**config.mk**
```make
export PLATFORM = sky130hd
export DESIGN_NAME = regfile_write_arbiter
export DESIGN_NICKNAME = d
export VERILOG_FILES = /design/src/rtl/regfile_write_arbiter_pkg.sv /design/src/rtl/regfile_write_arbiter_rr_arbiter2.sv /design/src/rtl/regfile_write_arbiter.sv
export SDC_FILE = /design/constraint.sdc
export NUM_CORES = 1
export LEC_CHECK = 0
export CORE_UTILIZATION = 39
export CTS_CLUSTER_DIAMETER = 50
export CTS_CLUSTER_SIZE = 16
export DETAILED_ROUTE_END_ITERATION = 16
export GPL_TIMING_DRIVEN = 1
export MAX_ROUTING_LAYER = met4
export PLACE_DENSITY = 0.8
export SETUP_SLACK_MARGIN = 0.5
export SYNTH_ARGS = -nofsm -noshare
export SYNTH_HDL_FRONTEND = slang
export SYNTH_SLANG_ARGS = --single-unit
```
**constraint.sdc**
```tcl
create_clock -name Clk -period 1.5 [get_ports Clk]
set_input_delay 0.3 -clock Clk [delete_from_list [all_inputs] [get_ports Clk]]
set_output_delay 0.3 -clock Clk [all_outputs]
set_load 0.05 [all_outputs]
```
**src/rtl/regfile_write_arbiter_pkg.sv**
```systemverilog
// Shared register-file constants, state encodings and small helpers.
package regfile_write_arbiter_pkg;

    localparam int REG_ADDR_W = 5;
    localparam int REG_DATA_W = 32;
    localparam int NUM_REGS   = 32;

    // Registers cleared at start-up; register 0 is hardwired and skipped.
    localparam logic [REG_ADDR_W-1:0] FIRST_INIT_REG = 5'd1;
    localparam logic [REG_ADDR_W-1:0] LAST_INIT_REG  = 5'd31;

    typedef enum logic {
        ST_INIT = 1'b0,
        ST_RUN  = 1'b1
    } state_e;

    typedef enum logic {
        PRIO_A = 1'b0,
        PRIO_B = 1'b1
    } prio_e;

    // Writes to register 0 are accepted but never reach the register file.
    function automatic logic is_writable(input logic [REG_ADDR_W-1:0] addr);
        return addr != {REG_ADDR_W{1'b0}};
    endfunction

endpackage

```
**src/rtl/regfile_write_arbiter_rr_arbiter2.sv**
```systemverilog
// Two-requester round-robin grant logic with its priority flop.
module rr_arbiter2
    import regfile_write_arbiter_pkg::*;
(
    input  logic clk_i,
    input  logic reset_i,
    input  logic en_i,
    input  logic valid_a_i,
    input  logic valid_b_i,
    output logic ready_a_o,
    output logic ready_b_o,
    output logic fire_a_o,
    output logic fire_b_o
);

    prio_e prio_q;
    prio_e prio_d;

    // Readies: an uncontested requester always wins, contention goes to prio.
    always_comb begin
        ready_a_o = 1'b0;
        ready_b_o = 1'b0;
        if (en_i) begin
            ready_a_o = !valid_b_i || (prio_q == PRIO_A);
            ready_b_o = !valid_a_i || (prio_q == PRIO_B);
        end else begin
            ready_a_o = 1'b0;
            ready_b_o = 1'b0;
        end
        fire_a_o = valid_a_i && ready_a_o;
        fire_b_o = valid_b_i && ready_b_o;
    end

    // Next priority: point away from whoever just completed a handshake.
    always_comb begin
        prio_d = prio_q;
        if (fire_a_o) begin
            prio_d = PRIO_B;
        end else if (fire_b_o) begin
            prio_d = PRIO_A;
        end else begin
            prio_d = prio_q;
        end
    end

    // Priority flop, starts favouring requester A.
    always_ff @(posedge clk_i) begin
        if (reset_i) begin
            prio_q <= PRIO_A;
        end else begin
            prio_q <= prio_d;
        end
    end

endmodule

```
**src/rtl/regfile_write_arbiter.sv**
```systemverilog
// Register-file write port: clears registers 1..31 after reset, then
// arbitrates two write requesters round-robin onto registered write outputs.
module regfile_write_arbiter
    import regfile_write_arbiter_pkg::*;
#(
    parameter logic [REG_DATA_W-1:0] INIT_VALUE = 32'd0
) (
    input  logic                  Clk,
    input  logic                  Reset,
    input  logic                  ReqA_Valid,
    input  logic [REG_ADDR_W-1:0] ReqA_Addr,
    input  logic [REG_DATA_W-1:0] ReqA_Data,
    output logic                  ReqA_Ready,
    input  logic                  ReqB_Valid,
    input  logic [REG_ADDR_W-1:0] ReqB_Addr,
    input  logic [REG_DATA_W-1:0] ReqB_Data,
    output logic                  ReqB_Ready,
    output logic [REG_ADDR_W-1:0] WriteRegister,
    output logic [REG_DATA_W-1:0] WriteData,
    output logic                  RegWrite,
    output logic                  InitDone
);

    state_e                  state_q, state_d;
    logic [REG_ADDR_W-1:0]   cnt_q, cnt_d;
    logic [REG_ADDR_W-1:0]   wreg_q, wreg_d;
    logic [REG_DATA_W-1:0]   wdata_q, wdata_d;
    logic                    regwrite_q, regwrite_d;
    logic                    initdone_q, initdone_d;
    logic                    fire_a_s, fire_b_s;

    rr_arbiter2 u_arb (
        .clk_i     (Clk),
        .reset_i   (Reset),
        .en_i      (state_q == ST_RUN),
        .valid_a_i (ReqA_Valid),
        .valid_b_i (ReqB_Valid),
        .ready_a_o (ReqA_Ready),
        .ready_b_o (ReqB_Ready),
        .fire_a_o  (fire_a_s),
        .fire_b_o  (fire_b_s)
    );

    // State and output registers; reset abandons any in-flight write.
    always_ff @(posedge Clk) begin
        if (Reset) begin
            state_q    <= ST_INIT;
            cnt_q      <= FIRST_INIT_REG;
            wreg_q     <= 5'd0;
            wdata_q    <= 32'd0;
            regwrite_q <= 1'b0;
            initdone_q <= 1'b0;
        end else begin
            state_q    <= state_d;
            cnt_q      <= cnt_d;
            wreg_q     <= wreg_d;
            wdata_q    <= wdata_d;
            regwrite_q <= regwrite_d;
            initdone_q <= initdone_d;
        end
    end

    // Next state: leave INIT on the edge that issues the last init write.
    always_comb begin
        state_d = state_q;
        case (state_q)
            ST_INIT: begin
                if (cnt_q == LAST_INIT_REG) begin
                    state_d = ST_RUN;
                end else begin
                    state_d = ST_INIT;
                end
            end
            ST_RUN:  state_d = ST_RUN;
            default: state_d = ST_INIT;
        endcase
    end

    // Outputs: sweep init writes, then forward the granted request.
    always_comb begin
        cnt_d      = cnt_q;
        wreg_d     = wreg_q;
        wdata_d    = wdata_q;
        regwrite_d = 1'b0;
        initdone_d = initdone_q;
        case (state_q)
            ST_INIT: begin
                regwrite_d = 1'b1;
                wreg_d     = cnt_q;
                wdata_d    = INIT_VALUE;
                cnt_d      = cnt_q + 5'd1;
                if (cnt_q == LAST_INIT_REG) begin
                    initdone_d = 1'b1;
                end else begin
                    initdone_d = initdone_q;
                end
            end
            ST_RUN: begin
                if (fire_a_s) begin
                    wreg_d     = ReqA_Addr;
                    wdata_d    = ReqA_Data;
                    regwrite_d = is_writable(ReqA_Addr);
                end else if (fire_b_s) begin
                    wreg_d     = ReqB_Addr;
                    wdata_d    = ReqB_Data;
                    regwrite_d = is_writable(ReqB_Addr);
                end else begin
                    regwrite_d = 1'b0;
                end
            end
            default: begin
                regwrite_d = 1'b0;
            end
        endcase
    end

    assign WriteRegister = wreg_q;
    assign WriteData     = wdata_q;
    assign RegWrite      = regwrite_q;
    assign InitDone      = initdone_q;

endmodule

```
==> out/qor.yml <==
cells_and_area:
  final_layout_size_suffix_gt1_share_pct: 44.6
  mostFrequentLayoutCell: "clkdlybuf4s50_1"
  area_delta_synth_final_pct: 111
  fin_area_um2: 4570
  nets: 477
  stdcell_count: 467
  antennaDiodeCount: 0
  nFillCells: 257
  layout_common_cells: "clkdlybuf4s50_1, nand2_1, buf_12"
global_routing:
  grt_pass1_vias: 2488
  use_met1_pct: 30.8
  grt_max_degree: 35
  antenna_found_initial: 0
  grt-busiest-layer: "met2"
  grt_use_total_pct: 26.6
  met3_usage_pct: 3.83
  use_met2_pct: 46.5
  grt_remaining_overflow: 0
  grt_pass1_wl_mm: 12.0
worst_setup_path:
  rr_startpoint: "state_q$_SDFF_PP0_"
  cp-end-kind: "flop"
  worstPathMaxFanout: 34
  slowest_delay_ns: 0.40
  cp-start-kind: "primary input"
  r2r_end: "WriteData[20]$_SDFFE_PP0P_"
  crit_family: "buffers and inverters"
  r2r_cells: 5
  required_ns: 1.68
  crit_type: "primary input to flop"
  cpMaxStageDelayCell: "dlygate4sd2_1"
  crit_arrival_ns: 1.68
  rrSetupSlack_ns: 0.02
  path_buf_inv: 2
  crit_path_cell_trace: "dlygate4sd2_1, nor2_1, nor2_4, buf_12, a21oi_1, a311oi_1"
logic_synthesis:
  yosys.cell_types.count: 31
  yosys_warnings: 0
  synth_largest_area_cell: "dfxtp_1"
  syn-instance-count: 254
  synth_area_per_cell_um2: 8.53
  synth-seq-area-share_pct: 42.5
  synthesis.area_um2: 2170
  synthTopCellsByArea: "dfxtp_1, nand2_1, a311oi_1, a21oi_1, a311oi_2"
  yosys_register_bits: 46
  synth_top_area_share_pct: 42.5
  syn_nets: 334
timing:
  min_period_over_period_pct: 100
  relSlewSlack_pct: 76.3
  tns_ns: -0.000747
  setup_ws_ns: -0.000747
  setup_viol: 1
  tightest_slew_ns: 0.354
  rsz0062_at_grt: "true"
  slew_violations: 0
  finalHoldViolCount: 0
  final.setup_skew_ns: 0.0111
  min_period_ns: 1.50
  fmax_mhz: 666
routing:
  drt-vias-per-instance: 5.58
  avgRoutedWirePerCell_um: 18.2
  vias: 2604
  wl_mm: 8.52
  antenna_left: 0
  dr.pass1.iters: 4
  drt_iter0_markers: 142
  drc: 0
placed_design:
  dpl_cell_area_um2: 3960
  io_buffer_count: 118
  dpl.cell_count: 436
  hpwl_mm: 5.02
  place_congestion: 0.815
  dpl_worst_slack_ns: -0.305
clock_network:
  ctsHtreeMaxLevel: 2
  cts.clk_slew.worst_paths_ns: 0.09
  clk_latency_ns: 0.30
  cts_buffer_depth: 2
  clockRootBuffer: "clkbuf_8"
  cts_sinks: 46
  numCtsBuffers: 5
  cts_tree: "done"
hold_path:
  min_path_type: "primary input to flop"
  hold_start: "Reset"
  min_to: "cnt_q[1]$_SDFFE_PP0N_"
  whs_path_depth: 2
floorplan:
  die_h_um: 76.5
  io_pins: 119
  core-area_um2: 5240
  die_w_um: 76.5
  start_util_pct: 41.4
  num_rows: 26
  die-area_um2: 5860
power_and_ir_drop:
  peakVddDrop_v: 0.000440
  power.density_nw_per_um2: 532
  power.leakage_nw: 1.69
  total_power_w: 0.00243
run_status:
  outcome: "finished with violations"
  violations: "setup timing"
job:
  cap_violations: 0
[synthesized netlist by cell type, drive strengths merged]
cell / instances
dfxtp: 46
buf: 18
xnor2: 1
nand3b: 1
o21ai: 3
and3: 3
or3: 1
inv: 1
a211oi: 1
a31oi: 1
or4: 2
nor2b: 1
nand2b: 3
nand2: 65
nor2: 12
and2: 2
mux2i: 6
nand4: 1
ha: 2
o32ai: 3
a21oi: 39
a22oi: 1
a311oi: 32
xor2: 2
clkbuf: 6
a21boi: 1
[layout make-up]
| type | count | area [um^2] | share of cell area [%] |
|---|---|---|---|
| Multi-Input combinational cell | 183 | 1330 | 29.1 |
| Timing Repair Buffer | 160 | 2080 | 45.6 |
| Clock buffer | 7 | 76.3 | 1.67 |
| Sequential cell | 46 | 990 | 21.6 |
| Inverter | 1 | 6.26 | 0.137 |
| Tap cell | 70 | 87.6 | 1.92 |
[per-layer routing]
| layer | vias up | wire, um |
|---|---|---|
| li1 | 1204 | - |
| met2 | 125 | 4560 |
| met1 | 1264 | 3390 |
| met3 | 11 | 430 |
| met5 | - | 0 |
| met4 | 0 | 139 |
[cells by family (layout without fill, tap and decap cells)]
family          Yosys count  after routing  synth area share, %
simple gates             91             91                 17.7
compound gates           81             81                 28.3
mux                       6              6                 2.77
buf+inv                  25            168                 6.35
xor+xnor                  3              3                 1.21
flops                    46             46                 42.5
fa+ha+maj                 2              2                 1.16
[report_power, final]
part	internal (W)	leakage (nW)	switching (W)	total, W
registers	0.00123	0.394	0.0000245	0.00126
clock network	0.000322	0.0383	0.000414	0.000736
logic	0.000274	1.26	0.000168	0.000442
[flip-flops by register name (all words and copies together) (netlist names)]
register,flops
WriteData,32
state_q,1
RegWrite,1
u_arb.prio_q,1
cnt_q,5
InitDone,1
WriteRegister,5
[what timing repair did]
item                       4_1_cts  5_1_grt
gates cloned                     3        0
pin swaps                        9       17
buffers inserted                11       10
hold buffers                     0        0
resized for setup               69       40
setup endpoints to repair       87       87
[how the worst max path moves through the flow]
stage / startpoint / endpoint / cells past startpoint
6_report: ReqA_Valid / WriteData[20]$_SDFFE_PP0P_ / 6
5_1_grt: ReqA_Valid / WriteData[20]$_SDFFE_PP0P_ / 6
4_1_cts: state_q$_SDFF_PP0_ / ReqA_Ready / 3
3_5_place_dp: ReqB_Valid / WriteData[10]$_SDFFE_PP0P_ / 6
3_3_place_gp: ReqA_Valid / WriteData[31]$_SDFFE_PP0P_ / 6
2_1_floorplan: state_q$_SDFF_PP0_ / WriteData[12]$_SDFFE_PP0P_ / 6
[metrics by stage]
step / hold WS (ns) / util (%)
after floorplan: 0.460 / -
after detailed placement: 0.504 / 75.5
final: 0.349 / 87.3
after global placement: 0.497 / 75.5
after global routing: 0.384 / 87.3
after CTS: 0.334 / 82.8
Note: power is estimated with default switching activity, not from simulation.
